$ cat src/rtl/pgz_pkg.sv
// Shared widths and state encodings for the pgz byte packer.
package pgz_pkg;

    localparam int WORD_W         = 81;
    localparam int BYTES_PER_WORD = 11;
    localparam int TAG_W          = 6;
    localparam int CNT_W          = 4;

    typedef enum logic {
        ASM_IDLE = 1'b0,
        ASM_FILL = 1'b1
    } asm_state_t;

    typedef enum logic {
        OUT_EMPTY = 1'b0,
        OUT_FULL  = 1'b1
    } out_state_t;

endpackage

$ cat src/rtl/pgz_hold_reg.sv
// One-entry output register for a word and its tag.
// It can drain and reload on the same edge without a bubble.
module pgz_hold_reg
    import pgz_pkg::*;
#(
    parameter logic [TAG_W-1:0] RST_TAG = '0
) (
    input  logic              clk,
    input  logic              rst_n,
    input  logic              load,
    input  logic [WORD_W-1:0] load_data,
    input  logic [TAG_W-1:0]  load_tag,
    input  logic              out_ready,
    output logic              state,
    output logic [WORD_W-1:0] out_data,
    output logic [TAG_W-1:0]  out_tag
);

    out_state_t        state_q, state_d;
    logic [WORD_W-1:0] data_q, data_d;
    logic [TAG_W-1:0]  tag_q, tag_d;

    always_comb begin
        state_d = state_q;
        data_d  = data_q;
        tag_d   = tag_q;
        case (state_q)
            OUT_EMPTY: if (load) state_d = OUT_FULL;
            OUT_FULL:  if (!load && out_ready) state_d = OUT_EMPTY;
            default:   state_d = OUT_EMPTY;
        endcase
        if (load) begin
            data_d = load_data;
            tag_d  = load_tag;
        end
    end

    always_ff @(posedge clk) begin
        if (!rst_n) begin
            state_q <= OUT_EMPTY;
            data_q  <= '0;
            tag_q   <= RST_TAG;
        end else begin
            state_q <= state_d;
            data_q  <= data_d;
            tag_q   <= tag_d;
        end
    end

    assign state    = state_q;
    assign out_data = data_q;
    assign out_tag  = tag_q;

endmodule

$ cat src/rtl/pgz_byte_packer.sv
// Packs 11 LSB-first bytes into an 81-bit word with a rolling 6-bit tag.
// Resync on in_sof, flush discards the partial word, pad bits are optionally checked.
module pgz_byte_packer
    import pgz_pkg::*;
#(
    parameter logic [5:0] TAG_INIT  = 6'd0,
    parameter int         PAD_CHECK = 1
) (
    input  logic        clk,
    input  logic        rst_n,
    input  logic [7:0]  in_byte,
    input  logic        in_sof,
    input  logic        in_valid,
    output logic        in_ready,
    input  logic        flush,
    output logic [80:0] pgzvid,
    output logic [5:0]  kdyziobqu,
    output logic        out_valid,
    input  logic        out_ready,
    output logic        resync_err,
    output logic        pad_err
);

    localparam logic [CNT_W-1:0] LAST_IDX = CNT_W'(BYTES_PER_WORD - 1);

    asm_state_t                       asm_state_q, asm_state_d;
    logic [CNT_W-1:0]                 count_q, count_d;
    logic [8*(BYTES_PER_WORD-1)-1:0]  acc_q, acc_d;
    logic [TAG_W-1:0]                 tag_q, tag_d;
    logic                             resync_q, resync_d;
    logic                             pad_q, pad_d;
    logic                             load;
    logic                             accept;
    logic                             hold_state;

    // Valid/ready: a transfer happens on a rising edge where both are high on
    // the same side; only the final byte can stall, and only while the held word
    // is not being taken, so a drain and the next load may share one edge.
    assign in_ready = !(count_q == LAST_IDX && out_valid && !out_ready);
    assign accept   = in_valid && in_ready;

    always_comb begin
        count_d  = count_q;
        acc_d    = acc_q;
        tag_d    = tag_q;
        resync_d = 1'b0;
        pad_d    = 1'b0;
        load     = 1'b0;
        if (flush) begin
            count_d = '0;
        end else if (accept) begin
            if (in_sof && asm_state_q == ASM_FILL) begin
                acc_d[7:0] = in_byte;
                count_d    = CNT_W'(1);
                resync_d   = 1'b1;
            end else if (count_q == LAST_IDX) begin
                load    = 1'b1;
                count_d = '0;
                tag_d   = tag_q + 1'b1;
                pad_d   = (PAD_CHECK != 0) && (|in_byte[7:1]);
            end else begin
                for (int k = 0; k < BYTES_PER_WORD - 1; k++) begin
                    if (count_q == CNT_W'(k)) acc_d[8*k +: 8] = in_byte;
                end
                count_d = count_q + 1'b1;
            end
        end
        asm_state_d = (count_d == '0) ? ASM_IDLE : ASM_FILL;
    end

    always_ff @(posedge clk) begin
        if (!rst_n) begin
            asm_state_q <= ASM_IDLE;
            count_q     <= '0;
            acc_q       <= '0;
            tag_q       <= TAG_INIT;
            resync_q    <= 1'b0;
            pad_q       <= 1'b0;
        end else begin
            asm_state_q <= asm_state_d;
            count_q     <= count_d;
            acc_q       <= acc_d;
            tag_q       <= tag_d;
            resync_q    <= resync_d;
            pad_q       <= pad_d;
        end
    end

    // Only bit 0 of the last byte lands in the word; bits 7:1 are padding.
    pgz_hold_reg #(
        .RST_TAG (TAG_INIT)
    ) u_hold (
        .clk       (clk),
        .rst_n     (rst_n),
        .load      (load),
        .load_data ({in_byte[0], acc_q}),
        .load_tag  (tag_q),
        .out_ready (out_ready),
        .state     (hold_state),
        .out_data  (pgzvid),
        .out_tag   (kdyziobqu)
    );

    assign out_valid  = (hold_state == OUT_FULL);
    assign resync_err = resync_q;
    assign pad_err    = pad_q;

endmodule
$ cat config.mk
export PLATFORM = sky130hd
export DESIGN_NAME = pgz_byte_packer
export DESIGN_NICKNAME = d
export VERILOG_FILES = /design/src/rtl/pgz_pkg.sv /design/src/rtl/pgz_hold_reg.sv /design/src/rtl/pgz_byte_packer.sv
export SDC_FILE = /design/constraint.sdc
export NUM_CORES = 1
export LEC_CHECK = 0
export BUFFER_PORTS_ARGS = -buffer_cell sky130_fd_sc_hd__clkbuf_2
export CORE_MARGIN = 2
export CORE_UTILIZATION = 39
export CTS_CLUSTER_SIZE = 8
export DETAILED_ROUTE_END_ITERATION = 8
export GPL_ROUTABILITY_DRIVEN = 0
export PLACE_DENSITY = 0.67
export SYNTH_ARGS = -nofsm -noshare
export SYNTH_HDL_FRONTEND = slang
export SYNTH_HIERARCHICAL = 1
export SYNTH_SLANG_ARGS = --single-unit
$ cat constraint.sdc
create_clock -name clk -period 6.5 [get_ports clk]
set_clock_uncertainty 0.05 [all_clocks]
set_input_delay 0.325 -clock clk [delete_from_list [all_inputs] [get_ports clk]]
set_output_delay 0.325 -clock clk [all_outputs]
set_load 0.05 [all_outputs]
=== Word-level counts from Yosys, hierarchy flattened ===
Index checks and enable logic that the tools add are counted.

* Bits in registers: 181
* Bits of input ports: 14
* Output and inout bits: 91

* Muxes and demuxes: 16
* Bitwise logic cells: 6
* Add/subtract/negate cells: 2
* Reduce and logical (&&, ||, !) cells: 25
* Equality and inequality tests: 11

{| class="wikitable"
|+ Operators by type and width
! operator !! count
|-
| 5-bit AND reduction || 9
|-
| 8-bit two-way mux || 3
|-
| 4-bit by 3-bit equality test with 1-bit output, second input constant || 4
|-
| 4-bit two-way mux || 4
|-
| 4-bit equality test, second input constant || 3
|-
| 4-bit by 2-bit equality test with 1-bit output, second input constant || 2
|-
| 4-bit logical NOT || 2
|-
| 1-bit two-way mux || 8
|-
| 4-bit AND reduction || 2
|-
| 7-bit OR reduction || 1
|-
| 6-bit by 1-bit adder with 6-bit output, second input constant || 1
|-
| 1-bit inverter || 6
|-
| 1-bit logical AND || 5
|-
| 5-bit OR reduction || 1
|-
| 4-bit by 1-bit adder with 4-bit output, second input constant || 1
|-
| 4-bit by 1-bit equality test with 1-bit output, second input constant || 1
|-
| 1-bit logical NOT || 3
|-
| 3-bit OR reduction || 1
|-
| 2-bit by 1-bit != test with 1-bit output, second input constant || 1
|-
| 1-bit case mux with 2 select lines || 1
|-
| 2-bit nonzero test || 1
|}

=== Logic depth before layout (Yosys ltp) ===
* Depth after elaboration: 11
* Gate-level depth with buffers: 11

=== Modules after synthesis ===
Netlist, hierarchy kept.

{| class="wikitable"
|+ Modules (own cells, without submodules)
! module !! instances !! sequential area each (sq um) !! area an instance (sq um) !! cells each
|-
| pgz_byte_packer || 1 || 1861.8 || 3851.2 || 359
|-
| pgz_hold_reg || 1 || 1761.7 || 3323.2 || 283
|}

=== Worst setup path before layout ===
OpenSTA, ideal clock, no wires.

* Path type: register -> register
* From: register u_hold.state_q, in the netlist u_hold/state
* To: register u_hold.data_q[57], in the netlist u_hold/out_data[57]
* Arrival time: 2187 ps
* Library setup time: 117 ps
* Data required time: 6333 ps
* Path slack: 4146 ps
* Cell stages (with the launch flop): 11
* Path buffers: 5
* Cells stage by stage: dfxtp_1 > nand2b_1 > or2_2 > buf_2 > and2_1 > clkbuf_1 > buf_4 > buf_8 > buf_8 > mux2i_1 > nor2b_1

* Longest elaborated chain between the ends: 6

{| class="wikitable"
|+ Ends and longest elaborated chain
! element !! RTL line !! source
|-
| from (decl) || pgz_hold_reg.sv:19 || <nowiki>out_state_t state_q, state_d;</nowiki>
|-
| from (signal assigned) || pgz_hold_reg.sv:44 || <nowiki>state_q <= state_d;</nowiki>
|-
| 1-bit logical AND (2 in series) || pgz_byte_packer.sv:39 || <nowiki>assign in_ready = !(count_q == LAST_IDX && out_valid && !out_ready);</nowiki>
|-
| 1-bit logical NOT || pgz_byte_packer.sv:39 ||
|-
| via in_ready || pgz_byte_packer.sv:14 || <nowiki>output logic in_ready,</nowiki>
|-
| 1-bit logical AND || pgz_byte_packer.sv:40 || <nowiki>assign accept = in_valid && in_ready;</nowiki>
|-
| 1-bit two-way mux || pgz_byte_packer.sv:51 || <nowiki>end else if (accept) begin</nowiki>
|-
| 1-bit two-way mux || pgz_byte_packer.sv:49 || <nowiki>if (flush) begin</nowiki>
|-
| via load || pgz_byte_packer.sv:32 || <nowiki>logic load;</nowiki>
|-
| to (signal assigned) || pgz_hold_reg.sv:45 || <nowiki>data_q <= data_d;</nowiki>
|-
| to (decl) || pgz_hold_reg.sv:20 || <nowiki>logic [WORD_W-1:0] data_q, data_d;</nowiki>
|}

The timed path passes the listed nets, and every way through them passes these cells.
A chain may end at the register's enable or synchronous reset.

=== Final worst setup path ===
* From: register count_q[1]
* To: register u_hold.data_q[80], in the netlist u_hold/out_data[80]

* Longest elaborated chain between the ends: 7
* Elaborated cells on any way between the ends: 9
* Classes of those cells: 1 x eq/ne; 4 x mux; 4 x reduce/logical

{| class="wikitable"
|+ Ends and longest elaborated chain
! element !! RTL line !! source
|-
| from (decl) || pgz_byte_packer.sv:27 || <nowiki>logic [CNT_W-1:0] count_q, count_d;</nowiki>
|-
| from (signal assigned) || pgz_byte_packer.sv:81 || <nowiki>count_q <= count_d;</nowiki>
|-
| 4-bit equality test * || pgz_byte_packer.sv:39, pgz_byte_packer.sv:56 ||
|-
| 1-bit logical AND (2 in series) || pgz_byte_packer.sv:39 ||
|-
| 1-bit logical NOT || pgz_byte_packer.sv:39 ||
|-
| 1-bit logical AND || pgz_byte_packer.sv:40 ||
|-
| 1-bit two-way mux * || pgz_byte_packer.sv:51 ||
|-
| 1-bit two-way mux * || pgz_byte_packer.sv:49 ||
|}

Mark *: on every way between the ends. The rest lies on a longest branch, timed or not.

==> metrics <==
Filler Cell Count=1634; Root Driver=clkbuf_16; Overflow after GRT=0; vias per inst=4.789; number of global-route vias before repair=4606; Longest Clk Path Bufs=2; Design Area, Final=8394 um^2; DP Area=7760 um^2; worst slew pin tran=885.5 ps; Compound-Gate Fraction of Synth Area=1.500%; Die Area=19500 um^2; postcts setup bufs=0; GR Util All Layers=16.00%; multiplexer share of the synthesized area=23.44%; Max Cap Violations=0; Mapped Area=7174 um^2; CP Data Arrival Time=3700 ps; Synth Area in Adders=0.1744%; Clk Latency, worst-skew pair=420 ps; register area share after synthesis=50.51%; Routed Antenna Nets=0; TritonRoute pass-1 iters=5; P_leak=2.996 nW; Cell Rows=49; Post-Synth XOR/XNOR Area=0.6104%; internal power=1.822 mW; Mapped Cells=642; Clock transition at path regs=60 ps; global-route wire length before repair=24580 um; Placeable Area=18020 um^2; critical path type=reg -> reg; Finished Layout Cells=962; largest net degree at the start of global routing=93; Die Span Y=139.6 um; top cells by area, synth=dfxtp_1, mux2i_1, nor2b_1; max frequency=0.2906 GHz; placed cells=931; fin nets=736; post_cts resized=0; mean post-synth cell area=11.18 um^2; Power Density=270.7 nW/um^2; power share of the clock group=48.0%; Post-CTS Hold Fix Bufs=0; Top FF cell, synth=dfxtp_1; worst-path fanout max=48; outcome=completed; antenna fix cells=0; share of the synthesized area in the top cell type=50.51%; vias after detailed routing=4607; Hold Fails Final Rpt=0; VDD IR max=0.0001541 V; Yosys reg bits=181; share of cells above drive strength 1=20.05%; H-tree depth=4; FFs w/ async S/R, synth=0%; DP HPWL=10070 um; minimum clock period=3441 ps; # port buffers=104; Crit path required time=6760 ps; I/O pin count=105; syn nets=657; top cell type by total area after synthesis=dfxtp_1; Flop pwr share=49.1%; Initial Util=39.80%; Comb pwr share=2.8%; RSZ-0062 raised after global routing=false; Psw=450.6 uW; setup_tns=0 ps; period utilization=52.94%; final WL=15470 um; # clock sinks=181; hold slack=207.4 ps; initial DRC count=255; sw frac=19.83%; number of synthesized flops with an enable pin=0; worst rel slew slack=40.70%; Distinct cells, synth=44; initial antenna violation count=0; Area Overhead vs Synth=17.00%; final setup fails=0; Critical Path Start Type=flip-flop; CP Capture Type=flip-flop; Die Width=139.6 um; Routed wire per std cell=16.08 um; CTS tree=yes; Synth Warn #=6; Hold Crit Class=in -> reg; main combinational cell family by area after synthesis=multiplexers; Post-Synth Simple-Gate Area=20.18%; Slew Viols, Final=0; DRC viols=0; CTS Buf Count=17
## state kept, by name (all words and copies together), names as in the netlist, 4 cells and up
name,count
count_q,4
acc_q,80
tag_q,6
u_hold/out_tag,6
u_hold/out_data,81
## cells in the final DEF, fill, tap and decap left out, types with 2 or more instances in the layout
cell type  netlist  routed
bufinv_16        0       4
xnor2_1          4       4
nor3_4           3       3
a211oi_1         2       2
and4_1           2       2
o21ai_0          3       3
clkbuf_8         0       4
nor3_1           4       4
nand4_1          4       4
clkbuf_16        0      17
a31oi_1          3       3
nand2b_1         2       2
clkbuf_1        27       2
mux2i_1        168     168
clkbuf_2         1     103
and3_1           3       3
nand2_1          6       6
buf_4            8       3
nor2b_1        170     170
clkinv_2         0       2
dfxtp_1        181     181
inv_1            2       2
nand3_1          3       3
and2_1          13      12
## cell type report
| class | count | area, um^2 | share of cell area, % |
|---|---|---|---|
| clock buffers | 23 | 488.0 | 5.813 |
| clock inverters | 8 | 146.4 | 1.744 |
| flip-flops and latches | 181 | 3623 | 43.17 |
| well taps | 229 | 286.5 | 3.413 |
| multi-input cells | 412 | 3301 | 39.32 |
| inverters | 3 | 11.26 | 0.1341 |
| repair buffers | 106 | 538.0 | 6.409 |
## power groups by stage
stage	logic (mW)	clock network, mW	registers, mW
global route	0.0691	1.16	1.12
finish	0.0645	1.09	1.12
CTS	0.0648	1.12	1.12
floorplan	0.0458	0	1.14
global placement	0.0630	0	1.14
detailed placement	0.0645	0	1.14
## cell usage after synthesis, types with 2 or more instances
| cell type | number |
|---|---|
| and2_1 | 13 |
| nand2_1 | 6 |
| nor2b_1 | 170 |
| nand4_1 | 4 |
| nand3_1 | 3 |
| buf_2 | 7 |
| a31oi_1 | 3 |
| a211oi_1 | 2 |
| nand2b_1 | 2 |
| and3_1 | 3 |
| nor3_1 | 4 |
| nor3b_1 | 2 |
| xnor2_1 | 4 |
| and4_1 | 2 |
| inv_1 | 2 |
| buf_8 | 3 |
| mux2i_1 | 168 |
| clkbuf_1 | 27 |
| nor3_4 | 3 |
| dfxtp_1 | 181 |
| o21ai_0 | 3 |
| buf_4 | 8 |
## per-stage QoR
step / power, mW / setup WS (ps) / util [%]
after detailed placement: 1.206 / 3067 / 43.05
after CTS: 2.301 / 3058 / 46.57
after global placement: 1.204 / 3243 / 43.05
after floorplan: 1.186 / 4146 / -
after global routing: 2.346 / 2880 / 46.57
final: 2.272 / 3059 / 46.57
## critical path: stages, from the launching register on
cell and delay (ps):
dfxtp_1 630, nand4bb_2 240, nor3_1 510, and2_4 770
buf_4 710, mux2i_1 270, nor2b_1 70
## layer usage
metal,global-route usage [%],vias up,routed length (um)
li1,-,2312,-
met4,5.000,0,190
met1,21.16,2169,7349
met3,4.267,16,707
met5,0,-,0
met2,25.67,110,7220
## cell families (layout without fill, tap and decap cells)
kind of cell | Yosys count | in the layout
AO/OA/AOI/OAI | 15 | 15
XOR/XNOR | 5 | 5
adder cells (fa/ha/maj) | 1 | 1
buffers and inverters | 49 | 140
flip-flops | 181 | 181
multiplexers | 168 | 168
AND/OR/NAND/NOR | 223 | 223
## path summary, 6_finish.rpt
| check | start | to | slack [ps] | cells past startpoint |
|---|---|---|---|---|
| hold / removal | out_ready | u_hold/state$_SDFF_PN0_ | 210 | 3 |
| setup / recovery | count_q[1]$_SDFF_PN0_ | u_hold/out_data[80]$_SDFFE_PN0P_ | 3060 | 6 |
| hold reg to reg | u_hold/out_data[2]$_SDFFE_PN0P_ | u_hold/out_data[2]$_SDFFE_PN0P_ | 470 | 2 |
| setup reg to reg | count_q[1]$_SDFF_PN0_ | u_hold/out_data[80]$_SDFFE_PN0P_ | 3060 | 6 |
(Power assumes the default switching activity.)
